File: src/rtl/load_use_scoreboard_if.sv
// IF/ID-side signal bundle for the load-use interlock.
// The pipeline control drives the master side; the scoreboard is the slave.
interface load_use_scoreboard_if #(
    parameter int REG_AW = 5
);
    logic              mem_to_reg_id;
    logic [REG_AW-1:0] rd_id;
    logic [0:31]       instruction_if;
    logic              mem_wait;
    logic              flush;
    logic              stall;
    logic              load_pending;

    modport master (
        output mem_to_reg_id,
        output rd_id,
        output instruction_if,
        output mem_wait,
        output flush,
        input  stall,
        input  load_pending
    );

    modport slave (
        input  mem_to_reg_id,
        input  rd_id,
        input  instruction_if,
        input  mem_wait,
        input  flush,
        output stall,
        output load_pending
    );
endinterface

File: src/rtl/load_use_scoreboard.sv
// Load-use interlock tracking loads over LOAD_LAT cycles of memory latency.
// Optional saturating stall counter enabled by defining STALL_CNT_EN.
module load_use_scoreboard #(
    parameter int LOAD_LAT = 1,
    parameter int REG_AW   = 5,
    parameter int CNT_W    = 16
) (
    input  logic clk,
    input  logic reset_n,
    load_use_scoreboard_if.slave pipe
`ifdef STALL_CNT_EN
    ,
    output logic [CNT_W-1:0] stall_count
`endif
);
    localparam int NS = (LOAD_LAT > 1) ? LOAD_LAT - 1 : 1;

    logic [5:0]        opcode;
    logic [REG_AW-1:0] rs1;
    logic [REG_AW-1:0] rs2;
    logic              jnr;
    logic              rtype;
    logic              store;
    logic              uses_rs1;
    logic              uses_rs2;
    logic              hit1;
    logic              hit2;
    logic              capture;

    logic [NS-1:0]     v;
    logic [REG_AW-1:0] rd [NS];

    assign opcode = pipe.instruction_if[0:5];
    assign rs1    = pipe.instruction_if[6 +: REG_AW];
    assign rs2    = pipe.instruction_if[6 + REG_AW +: REG_AW];

    assign jnr      = (opcode[5:1] == 5'b00001);
    assign rtype    = (opcode == 6'b000000);
    assign store    = (opcode[5:1] == 5'b10100) || (opcode == 6'b101011);
    assign uses_rs1 = ~jnr & ~store;
    assign uses_rs2 = ~jnr & (rtype | store);

    // A squashed ID load never reaches memory, so it must not occupy a slot.
    assign capture = pipe.mem_to_reg_id & ~pipe.flush;

    generate
        if (LOAD_LAT > 1) begin : g_slots
            always_ff @(posedge clk or negedge reset_n) begin
                if (!reset_n) begin
                    v <= '0;
                    for (int k = 0; k < NS; k++) rd[k] <= '0;
                end else if (!pipe.mem_wait) begin
                    for (int k = NS - 1; k > 0; k--) begin
                        v[k]  <= v[k-1];
                        rd[k] <= rd[k-1];
                    end
                    v[0]  <= capture;
                    rd[0] <= pipe.rd_id;
                end
            end
        end else begin : g_no_slots
            always_comb begin
                v     = '0;
                rd[0] = '0;
            end
        end
    endgenerate

    always_comb begin
        hit1 = pipe.mem_to_reg_id && (pipe.rd_id == rs1);
        hit2 = pipe.mem_to_reg_id && (pipe.rd_id == rs2);
        for (int k = 0; k < NS; k++) begin
            hit1 = hit1 | (v[k] && (rd[k] == rs1));
            hit2 = hit2 | (v[k] && (rd[k] == rs2));
        end
    end

    // r0 is hardwired zero, so a matching r0 destination is never a hazard.
    assign pipe.stall = ((hit1 & uses_rs1 & |rs1) |
                         (hit2 & uses_rs2 & |rs2)) & ~pipe.flush;
    assign pipe.load_pending = |v;

`ifdef STALL_CNT_EN
    always_ff @(posedge clk or negedge reset_n) begin
        if (!reset_n) begin
            stall_count <= '0;
        end else if (pipe.stall && !pipe.mem_wait && (stall_count != '1)) begin
            stall_count <= stall_count + CNT_W'(1);
        end
    end
`else
    logic [CNT_W-1:0] unused_cnt;
    assign unused_cnt = '0;
`endif

    logic unused_instr;
    assign unused_instr = &{1'b0, pipe.instruction_if};
endmodule

File: src/flat_wrapper.sv
// flat-port wrapper written by rule: the top's interface ports become plain ports
module load_use_scoreboard_flat 
#(
    parameter int LOAD_LAT = 1,
    parameter int REG_AW   = 5,
    parameter int CNT_W    = 16
)
  (clk, reset_n, pipe_mem_to_reg_id, pipe_rd_id, pipe_instruction_if, pipe_mem_wait, pipe_flush, pipe_stall, pipe_load_pending);
  load_use_scoreboard_if #(.REG_AW(REG_AW)) pipe_i ();
  input  logic clk;
  input  logic reset_n;
  input wire logic [$bits(pipe_i.mem_to_reg_id)-1:0] pipe_mem_to_reg_id;
  input wire logic [$bits(pipe_i.rd_id)-1:0] pipe_rd_id;
  input wire logic [$bits(pipe_i.instruction_if)-1:0] pipe_instruction_if;
  input wire logic [$bits(pipe_i.mem_wait)-1:0] pipe_mem_wait;
  input wire logic [$bits(pipe_i.flush)-1:0] pipe_flush;
  output wire logic [$bits(pipe_i.stall)-1:0] pipe_stall;
  output wire logic [$bits(pipe_i.load_pending)-1:0] pipe_load_pending;
  assign pipe_i.mem_to_reg_id = pipe_mem_to_reg_id;
  assign pipe_i.rd_id = pipe_rd_id;
  assign pipe_i.instruction_if = pipe_instruction_if;
  assign pipe_i.mem_wait = pipe_mem_wait;
  assign pipe_i.flush = pipe_flush;
  assign pipe_stall = pipe_i.stall;
  assign pipe_load_pending = pipe_i.load_pending;
  load_use_scoreboard #(.LOAD_LAT(LOAD_LAT), .REG_AW(REG_AW), .CNT_W(CNT_W)) u_core (.clk(clk), .reset_n(reset_n), .pipe(pipe_i));
endmodule
File: config.mk
export PLATFORM = sky130hd
export DESIGN_NAME = load_use_scoreboard_flat
export DESIGN_NICKNAME = d
export VERILOG_FILES = /design/src/rtl/load_use_scoreboard_if.sv /design/src/rtl/load_use_scoreboard.sv /design/src/flat_wrapper.sv
export SDC_FILE = /design/constraint.sdc
export NUM_CORES = 1
export LEC_CHECK = 0
export BUFFER_PORTS_ARGS = -buffer_cell sky130_fd_sc_hd__buf_2
export CAP_MARGIN = 20
export CORE_AREA = 2 2 39 41
export DETAILED_ROUTE_END_ITERATION = 8
export DIE_AREA = 0 0 41 43
export GPL_ROUTABILITY_DRIVEN = 0
export SLEW_MARGIN = 15
export SYNTH_ARGS = -nofsm -noshare
export SYNTH_HDL_FRONTEND = slang
export SYNTH_SLANG_ARGS = --single-unit
File: constraint.sdc
create_clock -name vclk -period 1.13
set_clock_uncertainty 0.2 [all_clocks]
set_input_delay 0.0565 -clock vclk [all_inputs]
set_output_delay 0.0565 -clock vclk [all_outputs]
set_load 0.1 [all_outputs]
==> impl_metrics.toml <==
[status]
run_status = "complete, but fails checks"
violated_checks = "negative setup slack"

[routing]
via_count = 333
route.detailed.wl_per_inst_um = 9.653
drc = 0
final_antenna_net_count = 0
route.final.wire_length_um = 724
routed_via_density = 4.440
initialDrtViolationCount = 3
detailedRoute.firstPassIterationCount = 4

[critical_path]
worst-path-buf-inv = 2
slowest_library_cell_on_the_worst_path = "sky130_fd_sc_hd__or3_4"
critical_path_required_ns = 0.87
critPathKind = "in2out"
critical_path_arrival_ns = 1.31
critical_path.max_stage_delay_ns = 0.40
crit_chain = "buf_2, xnor2_1, nand4_1, or3_4, a221oi_4, buf_12"
path_max_fanout = 2
critPathTopFamily = "simple AND/OR/NAND/NOR gates"
worstSetupEndpointType = "output port"
start_kind = "input pin"

[yosys]
post_synth_instance_area_um2 = 207.7
synth.largest_area_cell = "sky130_fd_sc_hd__xnor2_1"
post_synth_inst_count = 29
synthesis.nets = 71
synthesis.area_per_instance_um2 = 7.162
synth_cell_types = 17
synth_largest_type_area_fraction_pct = 21.08
yosysWarningCount = 0
synth_top_cells_by_area = "sky130_fd_sc_hd__xnor2_1, sky130_fd_sc_hd__xor2_1, sky130_fd_sc_hd__nand4_1"
synth.yosys.seq_area_share_pct = 0

[final_layout]
n_antenna_cell = 0
regArea_um2 = 0
fraction_of_final_layout_cells_sized_beyond_drive_strength_1_pct = 67.80
flow.area_growth_from_synthesis_pct = 151.8
nets = 103
nFlopsAndLatches = 0
clock_buffer_count = 0
post-route-cell-area_um2 = 523.0
final.fill_count = 144

[power_and_ir_drop]
total_power_mw = 0.1813
portion_of_total_power_attributed_to_the_clock_network_pct = 0
p_sw_mw = 0.08020
cellPowerDensity_nw_per_um2 = 346.6
sw_frac_of_total_pct = 44.24
power.share.combinational_pct = 100.0
cell_internal_pwr_mw = 0.1011
power_share_of_the_sequential_group_pct = 0
vdd.ir_drop.worst_v = 0.0001175
leakage_nw = 0.2327

[timing]
setup_violations = 1
fmax_mhz = 636.9
post-route-worst-setup-slack_ns = -0.4401
finalCritPeriodShare_pct = 138.9
final_max_slew_viol_count = 0
hold_violations = 0
rsz0062_at_grt = "true"
min_tclk_post_route_ns = 1.570

[hold_path]
hold_end = "pipe_stall"
hold-path-cell-count = 4
min_from = "pipe_instruction_if[27]"
worstHoldPathType = "in2out"

[global_routing]
globalRouteTotalUtil_pct = 8.292
grt_pass1_vias = 283
globalRoute.totalOverflow = 0
grt_antenna_before_repair = 0
largest_net_degree_at_the_start_of_global_routing = 4
first_pass_grt_wire_length_um = 1110

[floorplanning]
start_util_pct = 15.01
die_width_um = 41
die_height_um = 43
top_level_ports = 44
design.core.area_um2 = 1384
floorplan.die_area_um2 = 1763
std_cell_rows = 14

[place]
place.detailed.hpwl_um = 651.3
dpl-instance-area_um2 = 439.2
placement.io_buffers = 24

[clock_network]
postCtsHoldBufs = 0

[job]
max_cap_viol_count = 0
## per-stage QoR
stage	utilization [%]	TNS (ns)	setup slack, ns	std cells	hold slack [ns]
global route	37.79	-0.4934	-0.4934	75	0.3390
CTS	33.09	-0.4235	-0.4235	75	0.3313
global placement	31.74	-0.4830	-0.4830	75	0.3355
finish	37.79	-0.4401	-0.4401	75	0.3271
floorplan	-	-0.6906	-0.6906	29	0.09634
detailed placement	31.74	-0.4744	-0.4744	75	0.3345
## cell usage after synthesis
cell type / instances
sky130_fd_sc_hd__a221oi_2: 1
sky130_fd_sc_hd__xor2_1: 4
sky130_fd_sc_hd__a31oi_1: 1
sky130_fd_sc_hd__nor2_1: 1
sky130_fd_sc_hd__nor3_1: 1
sky130_fd_sc_hd__inv_1: 1
sky130_fd_sc_hd__conb_1: 1
sky130_fd_sc_hd__xnor2_1: 5
sky130_fd_sc_hd__or4_1: 1
sky130_fd_sc_hd__nor4_1: 3
sky130_fd_sc_hd__nand4_1: 3
sky130_fd_sc_hd__or3_1: 1
sky130_fd_sc_hd__o21bai_1: 1
sky130_fd_sc_hd__buf_4: 1
sky130_fd_sc_hd__nand2b_1: 2
sky130_fd_sc_hd__o211ai_1: 1
sky130_fd_sc_hd__a21oi_1: 1
## power groups by stage
stage	Sequential [mW]	Combinational (mW)	Clock [mW]
floorplan	0	0.0658	0
global placement	0	0.147	0
detailed placement	0	0.149	0
CTS	0	0.157	0
global route	0	0.195	0
finish	0	0.181	0
## how the worst max path moves through the flow
stage / startpoint / end / slack (ns) / cells past startpoint
5_1_grt: pipe_rd_id[1] / pipe_stall / -0.49 / 6
6_report: pipe_rd_id[3] / pipe_stall / -0.44 / 6
3_3_place_gp: pipe_instruction_if[31] / pipe_stall / -0.48 / 6
4_1_cts: pipe_instruction_if[26] / pipe_stall / -0.42 / 6
3_5_place_dp: pipe_instruction_if[31] / pipe_stall / -0.47 / 6
2_1_floorplan: pipe_instruction_if[31] / pipe_stall / -0.69 / 4
## metal layers
metal  global-route usage [%]  vias to the layer above  part of all wire [%]
li1                         -                      169                     -
met1                    10.76                      150                    37
met2                    15.31                       14                    56
met3                        0                        0                   6.8
met4                        0                        0                     0
met5                        0                        -                     0
## area by class of cell
type / count / area [µm²] / area share [%]
repair buffers: 31 / 235.2 / 44.98
multi-input cells: 27 / 264.0 / 50.48
inverters: 1 / 3.754 / 0.7177
well taps: 16 / 20.02 / 3.828
## layout by cell type, fill, tap and decap left out, drive strengths merged, types with 2 or more instances in the layout
| cell type | instances |
|---|---|
| xor2 | 4 |
| buf | 31 |
| xnor2 | 5 |
| nand4 | 3 |
| nand2b | 2 |
| nor4 | 3 |
## what timing repair did
| item | CTS | global route |
|---|---|---|
| setup buffers | 0 | 0 |
| gates resized for setup | 5 | 14 |
| endpoints found under the setup margin | 1 | 1 |
| pin swaps | 6 | 10 |
## kinds of logic after synthesis
group,Yosys count,synth area share [%]
AND/OR/NAND/NOR,12,34.94
other,1,1.805
AO/OA/AOI/OAI,5,19.88
buffers and inverters,2,5.421
XOR/XNOR,9,37.95
Note: power is estimated with default switching activity, not from simulation.
